File: src/rtl/pipe_pkg.sv
// rtl/pipe_pkg.sv - shared types and defaults for the pipeline stage latches.
package pipe_pkg;

    localparam int DEFAULT_DATA_W = 32;

    typedef enum logic [1:0] {
        EMPTY = 2'd0,
        ONE   = 2'd1,
        TWO   = 2'd2
    } stage_state_t;

    // Payload layouts that stages pack into in_data.
    typedef struct packed {
        logic [31:0] pc;
        logic [31:0] instr;
    } if_id_payload_t;

    typedef struct packed {
        logic [4:0]  rd;
        logic        reg_wr;
        logic [31:0] alu_res;
    } ex_mem_payload_t;

endpackage

File: src/rtl/pipe_sat_counter.sv
// rtl/pipe_sat_counter.sv - saturating event counter with synchronous clear.
module pipe_sat_counter #(
    parameter int W = 16
) (
    input  logic         CLK,
    input  logic         nRST,
    input  logic         inc,
    input  logic         clr,
    output logic [W-1:0] cnt
);

    // clr wins over inc; the count parks at all-ones instead of wrapping.
    always_ff @(posedge CLK or negedge nRST) begin
        if (!nRST) begin
            cnt <= '0;
        end else if (clr) begin
            cnt <= '0;
        end else if (inc && (cnt != '1)) begin
            cnt <= cnt + W'(1);
        end
    end

endmodule

File: src/rtl/pipe_stage_latch.sv
// rtl/pipe_stage_latch.sv - elastic inter-stage register with stall, flush,
// optional two-entry skid buffer and a backpressure counter.
module pipe_stage_latch
    import pipe_pkg::*;
#(
    parameter int                DATA_W  = DEFAULT_DATA_W,
    parameter int                SKID    = 1,
    parameter logic [DATA_W-1:0] RST_VAL = '0,
    parameter int                CNT_W   = 16
) (
    input  logic              CLK,
    input  logic              nRST,
    input  logic              flush,
    input  logic              stall,
    input  logic              in_valid,
    output logic              in_ready,
    input  logic [DATA_W-1:0] in_data,
    output logic              out_valid,
    input  logic              out_ready,
    output logic [DATA_W-1:0] out_data,
    output logic [1:0]        occupancy,
    output logic [CNT_W-1:0]  bp_cnt,
    input  logic              bp_clr
);

    stage_state_t      state_q, state_d;
    logic [DATA_W-1:0] main_q;
    logic [DATA_W-1:0] skid_data;
    logic              ready_raw;
    logic              load_main;
    logic              main_from_skid;
    logic              accept;
    logic              consume;

    always_ff @(posedge CLK or negedge nRST) begin
        if (!nRST) begin
            state_q <= EMPTY;
        end else begin
            state_q <= state_d;
        end
    end

    always_ff @(posedge CLK or negedge nRST) begin
        if (!nRST) begin
            main_q <= RST_VAL;
        end else if (load_main) begin
            main_q <= in_data;
        end else if (main_from_skid) begin
            main_q <= skid_data;
        end
    end

    // Stall and flush gate both handshakes, so neither side can transfer.
    always_comb begin
        in_ready  = 1'b0;
        out_valid = 1'b0;
        if (!flush && !stall) begin
            in_ready  = ready_raw & nRST;
            out_valid = (state_q != EMPTY);
        end
    end

    assign accept    = in_valid & in_ready;
    assign consume   = out_valid & out_ready;
    assign out_data  = main_q;
    assign occupancy = state_q;

    generate
        if (SKID != 0) begin : g_skid
            logic [DATA_W-1:0] skid_q;
            logic              ready_q;
            logic              load_skid;

            // in_ready comes straight from a flop to cut the upstream ready path.
            always_ff @(posedge CLK or negedge nRST) begin
                if (!nRST) begin
                    skid_q  <= RST_VAL;
                    ready_q <= 1'b1;
                end else begin
                    if (load_skid) begin
                        skid_q <= in_data;
                    end
                    ready_q <= (state_d != TWO);
                end
            end

            assign skid_data = skid_q;
            assign ready_raw = ready_q;

            always_comb begin
                state_d        = state_q;
                load_main      = 1'b0;
                main_from_skid = 1'b0;
                load_skid      = 1'b0;
                if (flush) begin
                    state_d = EMPTY;
                end else begin
                    case (state_q)
                        EMPTY: if (accept) begin
                            state_d   = ONE;
                            load_main = 1'b1;
                        end
                        ONE: begin
                            if (accept && consume) begin
                                load_main = 1'b1;
                            end else if (accept) begin
                                state_d   = TWO;
                                load_skid = 1'b1;
                            end else if (consume) begin
                                state_d = EMPTY;
                            end
                        end
                        TWO: if (consume) begin
                            state_d        = ONE;
                            main_from_skid = 1'b1;
                        end
                        default: state_d = EMPTY;
                    endcase
                end
            end
        end else begin : g_single
            assign skid_data = RST_VAL;
            assign ready_raw = (state_q == EMPTY) | out_ready;

            always_comb begin
                state_d        = state_q;
                load_main      = 1'b0;
                main_from_skid = 1'b0;
                if (flush) begin
                    state_d = EMPTY;
                end else if (accept) begin
                    state_d   = ONE;
                    load_main = 1'b1;
                end else if (consume) begin
                    state_d = EMPTY;
                end
            end
        end
    endgenerate

    pipe_sat_counter #(.W(CNT_W)) u_bp_cnt (
        .CLK  (CLK),
        .nRST (nRST),
        .inc  (out_valid & ~out_ready),
        .clr  (bp_clr),
        .cnt  (bp_cnt)
    );

endmodule

File: config.mk
export PLATFORM = sky130hd
export DESIGN_NAME = pipe_stage_latch
export DESIGN_NICKNAME = d
export VERILOG_FILES = /design/src/rtl/pipe_pkg.sv /design/src/rtl/pipe_sat_counter.sv /design/src/rtl/pipe_stage_latch.sv
export SDC_FILE = /design/constraint.sdc
export NUM_CORES = 1
export LEC_CHECK = 0
export BUFFER_PORTS_ARGS = -buffer_cell sky130_fd_sc_hd__buf_2
export CAP_MARGIN = 20
export CORE_UTILIZATION = 59
export DETAILED_ROUTE_END_ITERATION = 10
export GPL_TIMING_DRIVEN = 1
export PLACE_DENSITY = 0.85
export SLEW_MARGIN = 20
export SYNTH_ARGS = -nofsm -noshare
export SYNTH_HDL_FRONTEND = slang
export SYNTH_HIERARCHICAL = 1
export SYNTH_SLANG_ARGS = --single-unit
File: constraint.sdc
create_clock -name CLK -period 7.2 [get_ports CLK]
set_input_delay 0.72 -clock CLK [delete_from_list [all_inputs] [get_ports CLK]]
set_output_delay 0.72 -clock CLK [all_outputs]
set_load 0.01 [all_outputs]
==> flow_metrics.py, run 1 <==
metrics = {
    "min_path": {
        "hp-class": "input port to async pin",
    },
    "die": {
        "core_um2": 6790,
        "dieHeight_um": 85.8,
        "die_area_um2": 7360,
        "pin_count": 91,
        "num_rows": 30,
        "initial_utilization": 0.610,
        "die_width_um": 85.8,
    },
    "sta": {
        "period_share": 0.477,
        "worstMarginPinSlew_ns": 1.03,
        "finalHoldViolations": 0,
        "setup_viol": 0,
        "max_freq_mhz": 291,
        "hold_slack_ns": 0.261,
        "slew_violations": 0,
        "finalSetupTns_ns": 0,
        "grt_setup_unrepaired": "no",
        "period_needed_ns": 3.44,
        "skew_ns": 0.0124,
        "slew_headroom": 0.316,
    },
    "grt": {
        "grt_max_degree": 61,
        "grt-ovfl-total": 0,
        "antenna_found_initial": 0,
        "grt_usage": 0.288,
        "grt_pass1_vias": 3461,
        "grt_pass1_wl_um": 16700,
    },
    "critical_path": {
        "start_kind": "register",
        "cp.required_ns": 7.48,
        "crit_path_cell_trace": "nor2_1 -> nor4_1 -> inv_1 -> or4_2 -> a21oi_1",
        "worst_ep_arrival_time_ns": 3.72,
        "crit_path_max_fanout": 38,
        "slowest_delay_ns": 1.03,
        "crit_slowest_cell": "dfrtp_1",
        "cp-end-kind": "register",
        "regToRegSetupSlack_ns": 3.76,
        "criticalPathCategory": "register to register",
    },
    "finish": {
        "post-route-util": 0.700,
        "syn_to_final_growth_pct": 14.9,
        "final_nets": 488,
        "drive_above_1_share": 0.336,
        "diodes": 0,
        "mostFrequentLayoutCells": "buf_2 (89), dfrtp_1 (82), nor4_1 (37), a31oi_1 (33), nand4b_1 (32)",
        "layout_commonest_cell": "buf_2",
    },
    "cts": {
        "cts_hold_buf": 0,
        "clockBufferDepth": 2,
        "numClockSinks": 83,
        "clk_latency_ns": 0.36,
        "htree_levels": 3,
        "post_cts_resize_count": 0,
        "root_buffer": "clkbuf_8",
        "postCtsSetupBuffers": 0,
        "clk_pin_slew_ns": 0.09,
        "tritoncts": "built",
        "numCtsBuffers": 9,
    },
    "power": {
        "ir_worst_vdd_uv": 109,
        "power.density_nw_per_um2": 220,
        "p_leak_nw": 2.03,
        "finalPower_mw": 1.05,
    },
    "route": {
        "dr.first_iter.drc_count": 399,
        "dr.pass1.iters": 4,
        "maxUsedRoutingLayer": "met4",
        "wl_met2_um": 4980,
        "routed_wl_um": 10300,
        "met1_length_um": 4450,
        "drc": 0,
        "wl_met3_um": 546,
        "vias_per_cell": 6.67,
        "wl_per_cell_um": 18.7,
        "vias": 3662,
        "ant_nets": 0,
    },
    "yosys": {
        "ys_types": 43,
        "yosysWarningCount": 6,
        "ys_seq_area_frac": 0.502,
        "yosys_most_used_dff": "dfrtp_1",
        "synth-edff-count": 0,
        "synth.avg_cell_area_um2": 10.8,
        "synth-seq-cells": 83,
        "synth_cells": 382,
        "syn_area_um2": 4140,
        "async_flop_share": 1.00,
        "synth_fp_nets": 422,
    },
    "placed_design": {
        "hpwl_um": 6330,
        "io_buffers": 90,
        "gp_congestion": 0.813,
    },
    "status": {
        "status": "complete, no violations",
    },
    "run": {
        "cap_viol_max_count": 0,
    },
}
## final cells by class
| class | count | area [um^2] |
|---|---|---|
| fillers | 515 | 2040 |
| repair buffers | 96 | 518 |
| flip-flops and latches | 83 | 2080 |
| inverters | 6 | 22.5 |
| well taps | 96 | 120 |
| multi-input cells | 252 | 1850 |
| clock inverters | 6 | 41.3 |
| clock buffers | 10 | 128 |
## per-layer routing
metal	global-route usage	vias to the layer above
met5	0	-
met4	0.155	0
met3	0.0375	27
met2	0.454	169
met1	0.390	1846
li1	-	1620
## report_power, final
| group | switching (mW) | leakage (nW) | total, mW | internal (mW) |
|---|---|---|---|---|
| registers | 0.0359 | 1.05 | 0.565 | 0.529 |
| clock network | 0.176 | 0.0787 | 0.301 | 0.125 |
| logic | 0.0990 | 0.901 | 0.180 | 0.0811 |
## final timing paths
kind | startpoint | end | cells after the start
min | nRST | u_bp_cnt/cnt[15] | 1
min reg2reg | g_skid.skid_q[22] | g_skid.skid_q[22] | 1
max reg2reg | occupancy[0] | u_bp_cnt/cnt[3] | 5
min in group CLK | g_skid.skid_q[22] | g_skid.skid_q[22] | 1
max in group asynchronous | nRST | u_bp_cnt/cnt[9] | 2
max | occupancy[0] | u_bp_cnt/cnt[3] | 5
## synth_stat cells, drive strengths merged (2+ instances only)
cell type | instances | share of area
a21oi | 12 | 0.015
o211ai | 2 | 0.0048
nand4b | 32 | 0.068
buf | 12 | 0.024
mux2 | 36 | 0.098
nor2b | 6 | 0.0091
nand2 | 6 | 0.0054
o21ai | 36 | 0.044
dfrtp | 82 | 0.50
nand4 | 8 | 0.015
nand2b | 2 | 0.0030
inv | 5 | 0.0045
a31oi | 33 | 0.050
nor2 | 5 | 0.0045
and4 | 2 | 0.0048
nand3 | 3 | 0.0036
and3 | 2 | 0.0030
clkbuf | 29 | 0.026
nor3 | 2 | 0.0024
or3 | 4 | 0.0063
o31ai | 7 | 0.013
nor3b | 2 | 0.0036
nor4 | 38 | 0.061
or4 | 7 | 0.013
## sequential cells by signal, indices dropped and copies added, names as in the netlist
name,flops
g_skid.skid_q,32
out_data,32
u_bp_cnt/cnt,16
occupancy,2
g_skid.ready_q,1
## critical path: cells and delay by family, from the launching register on
family | cells | cell delay [ns]
compound gates | 1 | 0.15
simple gates | 3 | 1.62
buf+inv | 1 | 0.55
flops | 1 | 1.03
## logic make-up (layout without fill, tap and decap cells)
| logic type | after synthesis | after routing | synth area share |
|---|---|---|---|
| AO/OA/AOI/OAI | 93 | 93 | 0.132 |
| adder cells (fa/ha/maj) | 1 | 1 | 0.00302 |
| buffers and inverters | 47 | 118 | 0.0553 |
| flip-flops | 83 | 83 | 0.502 |
| multiplexers | 36 | 36 | 0.0979 |
| AND/OR/NAND/NOR | 122 | 122 | 0.210 |
## per-stage QoR
stage	cell area, um^2	instances	setup WS, ns
floorplan	4140	382	4.77
global placement	4560	532	3.50
detailed placement	4560	532	3.41
CTS	4730	548	3.79
global route	4760	549	3.52
finish	4760	549	3.76
No activity file was read; power rests on OpenSTA's default activity.
==> run 2: changes to the inputs <==
- CORE_UTILIZATION: 59 -> 54
- PLACE_DENSITY: 0.85 -> 0.78
- clock period: 7.2 -> 3.2 ns (I/O delays scaled with it)
==> flow_metrics.py, run 2 (synthesis results as in run 1) <==
metrics = {
    "critical_path": {
        "cp.required_ns": 3.48,
        "criticalPathCategory": "register to register",
        "cp-end-kind": "register",
        "worst_ep_arrival_time_ns": 3.05,
        "start_kind": "register",
        "crit_path_max_fanout": 22,
    },
    "sta": {
        "period_needed_ns": 2.77,
        "skew_ns": 0.0201,
        "setup_viol": 0,
        "grt_setup_unrepaired": "no",
        "period_share": 0.866,
        "max_freq_mhz": 361,
        "finalHoldViolations": 0,
        "finalSetupTns_ns": 0,
        "slew_headroom": 0.421,
        "slew_violations": 0,
        "worstMarginPinSlew_ns": 0.862,
    },
    "route": {
        "routed_wl_um": 10500,
        "drc": 0,
        "wl_per_cell_um": 18.9,
        "vias_per_cell": 6.41,
        "ant_nets": 0,
        "dr.pass1.iters": 4,
        "vias": 3560,
        "dr.first_iter.drc_count": 194,
    },
    "power": {
        "switching_share": 0.291,
        "p_int_mw": 1.67,
        "pwr-share-clk": 0.286,
        "power.density_nw_per_um2": 492,
        "p_comb_frac": 0.175,
        "power_switching_mw": 0.685,
        "p_leak_nw": 2.05,
        "ir_worst_vdd_uv": 307,
        "pwr-share-seq": 0.539,
    },
    "grt": {
        "grt_usage": 0.274,
        "grt_max_degree": 44,
        "grt_pass1_wl_um": 16700,
        "grt_util_met3": 0.0503,
        "busiest_layer": "met2",
        "met1_usage": 0.365,
        "grt_pass1_vias": 3417,
        "use_met2": 0.456,
        "grt-ovfl-total": 0,
        "antenna_found_initial": 0,
    },
    "die": {
        "num_rows": 31,
        "die_area_um2": 8020,
        "dieHeight_um": 89.6,
        "initial_utilization": 0.565,
        "die_width_um": 89.6,
        "pin_count": 91,
        "core_um2": 7330,
    },
    "finish": {
        "seq_area_um2": 2080,
        "syn_to_final_growth_pct": 15.7,
        "diodes": 0,
        "finalInstanceArea_um2": 4790,
        "n_fill_cell": 611,
        "final_nets": 492,
        "mostFrequentLayoutCells": "buf_2 (89), dfrtp_1 (82), nor4_1 (37), a31oi_1 (33), nand4b_1 (32)",
        "drive_above_1_share": 0.340,
        "layout_commonest_cell": "buf_2",
        "multi_input_area_um2": 1850,
        "post-route-util": 0.654,
    },
    "cts": {
        "htree_levels": 3,
        "numCtsBuffers": 9,
        "post_cts_resize_count": 0,
        "postCtsSetupBuffers": 0,
        "root_buffer": "clkbuf_8",
        "tritoncts": "built",
        "clk_latency_ns": 0.36,
        "clk_pin_slew_ns": 0.08,
        "numClockSinks": 83,
        "cts_hold_buf": 0,
        "clockBufferDepth": 2,
    },
    "placed_design": {
        "gp_congestion": 0.824,
        "io_buffers": 90,
        "hpwl_um": 6410,
        "place_area_um2": 4590,
    },
    "min_path": {
        "hp-class": "input port to async pin",
    },
    "run": {
        "cap_viol_max_count": 0,
    },
    "status": {
        "status": "complete, no violations",
    },
}
## run 2: cell count changes in the layout (fill, tap and decap cells not counted), sizes merged
cell / before / now
buf: 96 / 100
clkinv: 3 / 4
clkinvlp: 3 / 2
inv: 6 / 5
## run 2: layout make-up
class	instances	area share
clock buffers	10	0.0287
clock inverters	5	0.00627
inverters	6	0.00470
multi-input cells	252	0.386
flip-flops and latches	83	0.434
well taps	99	0.0259
repair buffers	100	0.114
## run 2: final timing paths
kind | from | endpoint | slack, ns | depth (start not counted)
max reg2reg | occupancy[1] | u_bp_cnt/cnt[3] | 0.43 | 5
min in group CLK | in_data[22] | g_skid.skid_q[22] | 0.19 | 2
min reg2reg | g_skid.skid_q[28] | g_skid.skid_q[28] | 0.50 | 1
max in group asynchronous | nRST | u_bp_cnt/cnt[14] | 2.18 | 3
max | occupancy[1] | u_bp_cnt/cnt[3] | 0.43 | 5
min | nRST | u_bp_cnt/cnt[15] | 0.07 | 2
## run 2: per-layer routing
metal	part of all wire	routed length, um
met5	0	0
met4	0.0091	95
met3	0.072	752
met2	0.49	5120
met1	0.43	4520
## run 2: critical path, cell delays in order, from the launching register on
cell	delay, ns
dfrtp_1	0.64
nor2_1	0.11
nor4_1	0.56
inv_1	0.50
or4_2	0.74
a21oi_1	0.15
## run 2: power by group through the flow
stage          Clock (mW)  Sequential (mW)  Combinational (mW)
2_1_floorplan           0             1.32               0.180
3_3_place_gp            0             1.28               0.400
3_5_place_dp            0             1.29               0.417
6_report            0.673             1.27               0.413
5_1_grt             0.726             1.28               0.459
4_1_cts             0.678             1.27               0.416
## run 2: metrics by stage
step                      std cells  hold slack (ns)  setup WS, ns  power, mW
after global placement          539            0.446         0.609       1.68
final                           555           0.0696         0.430       2.36
after detailed placement        539            0.461         0.527       1.70
after global routing            555            0.114         0.246       2.47
after floorplan                 382           0.0244         0.768       1.50
after CTS                       554           0.0772         0.526       2.36
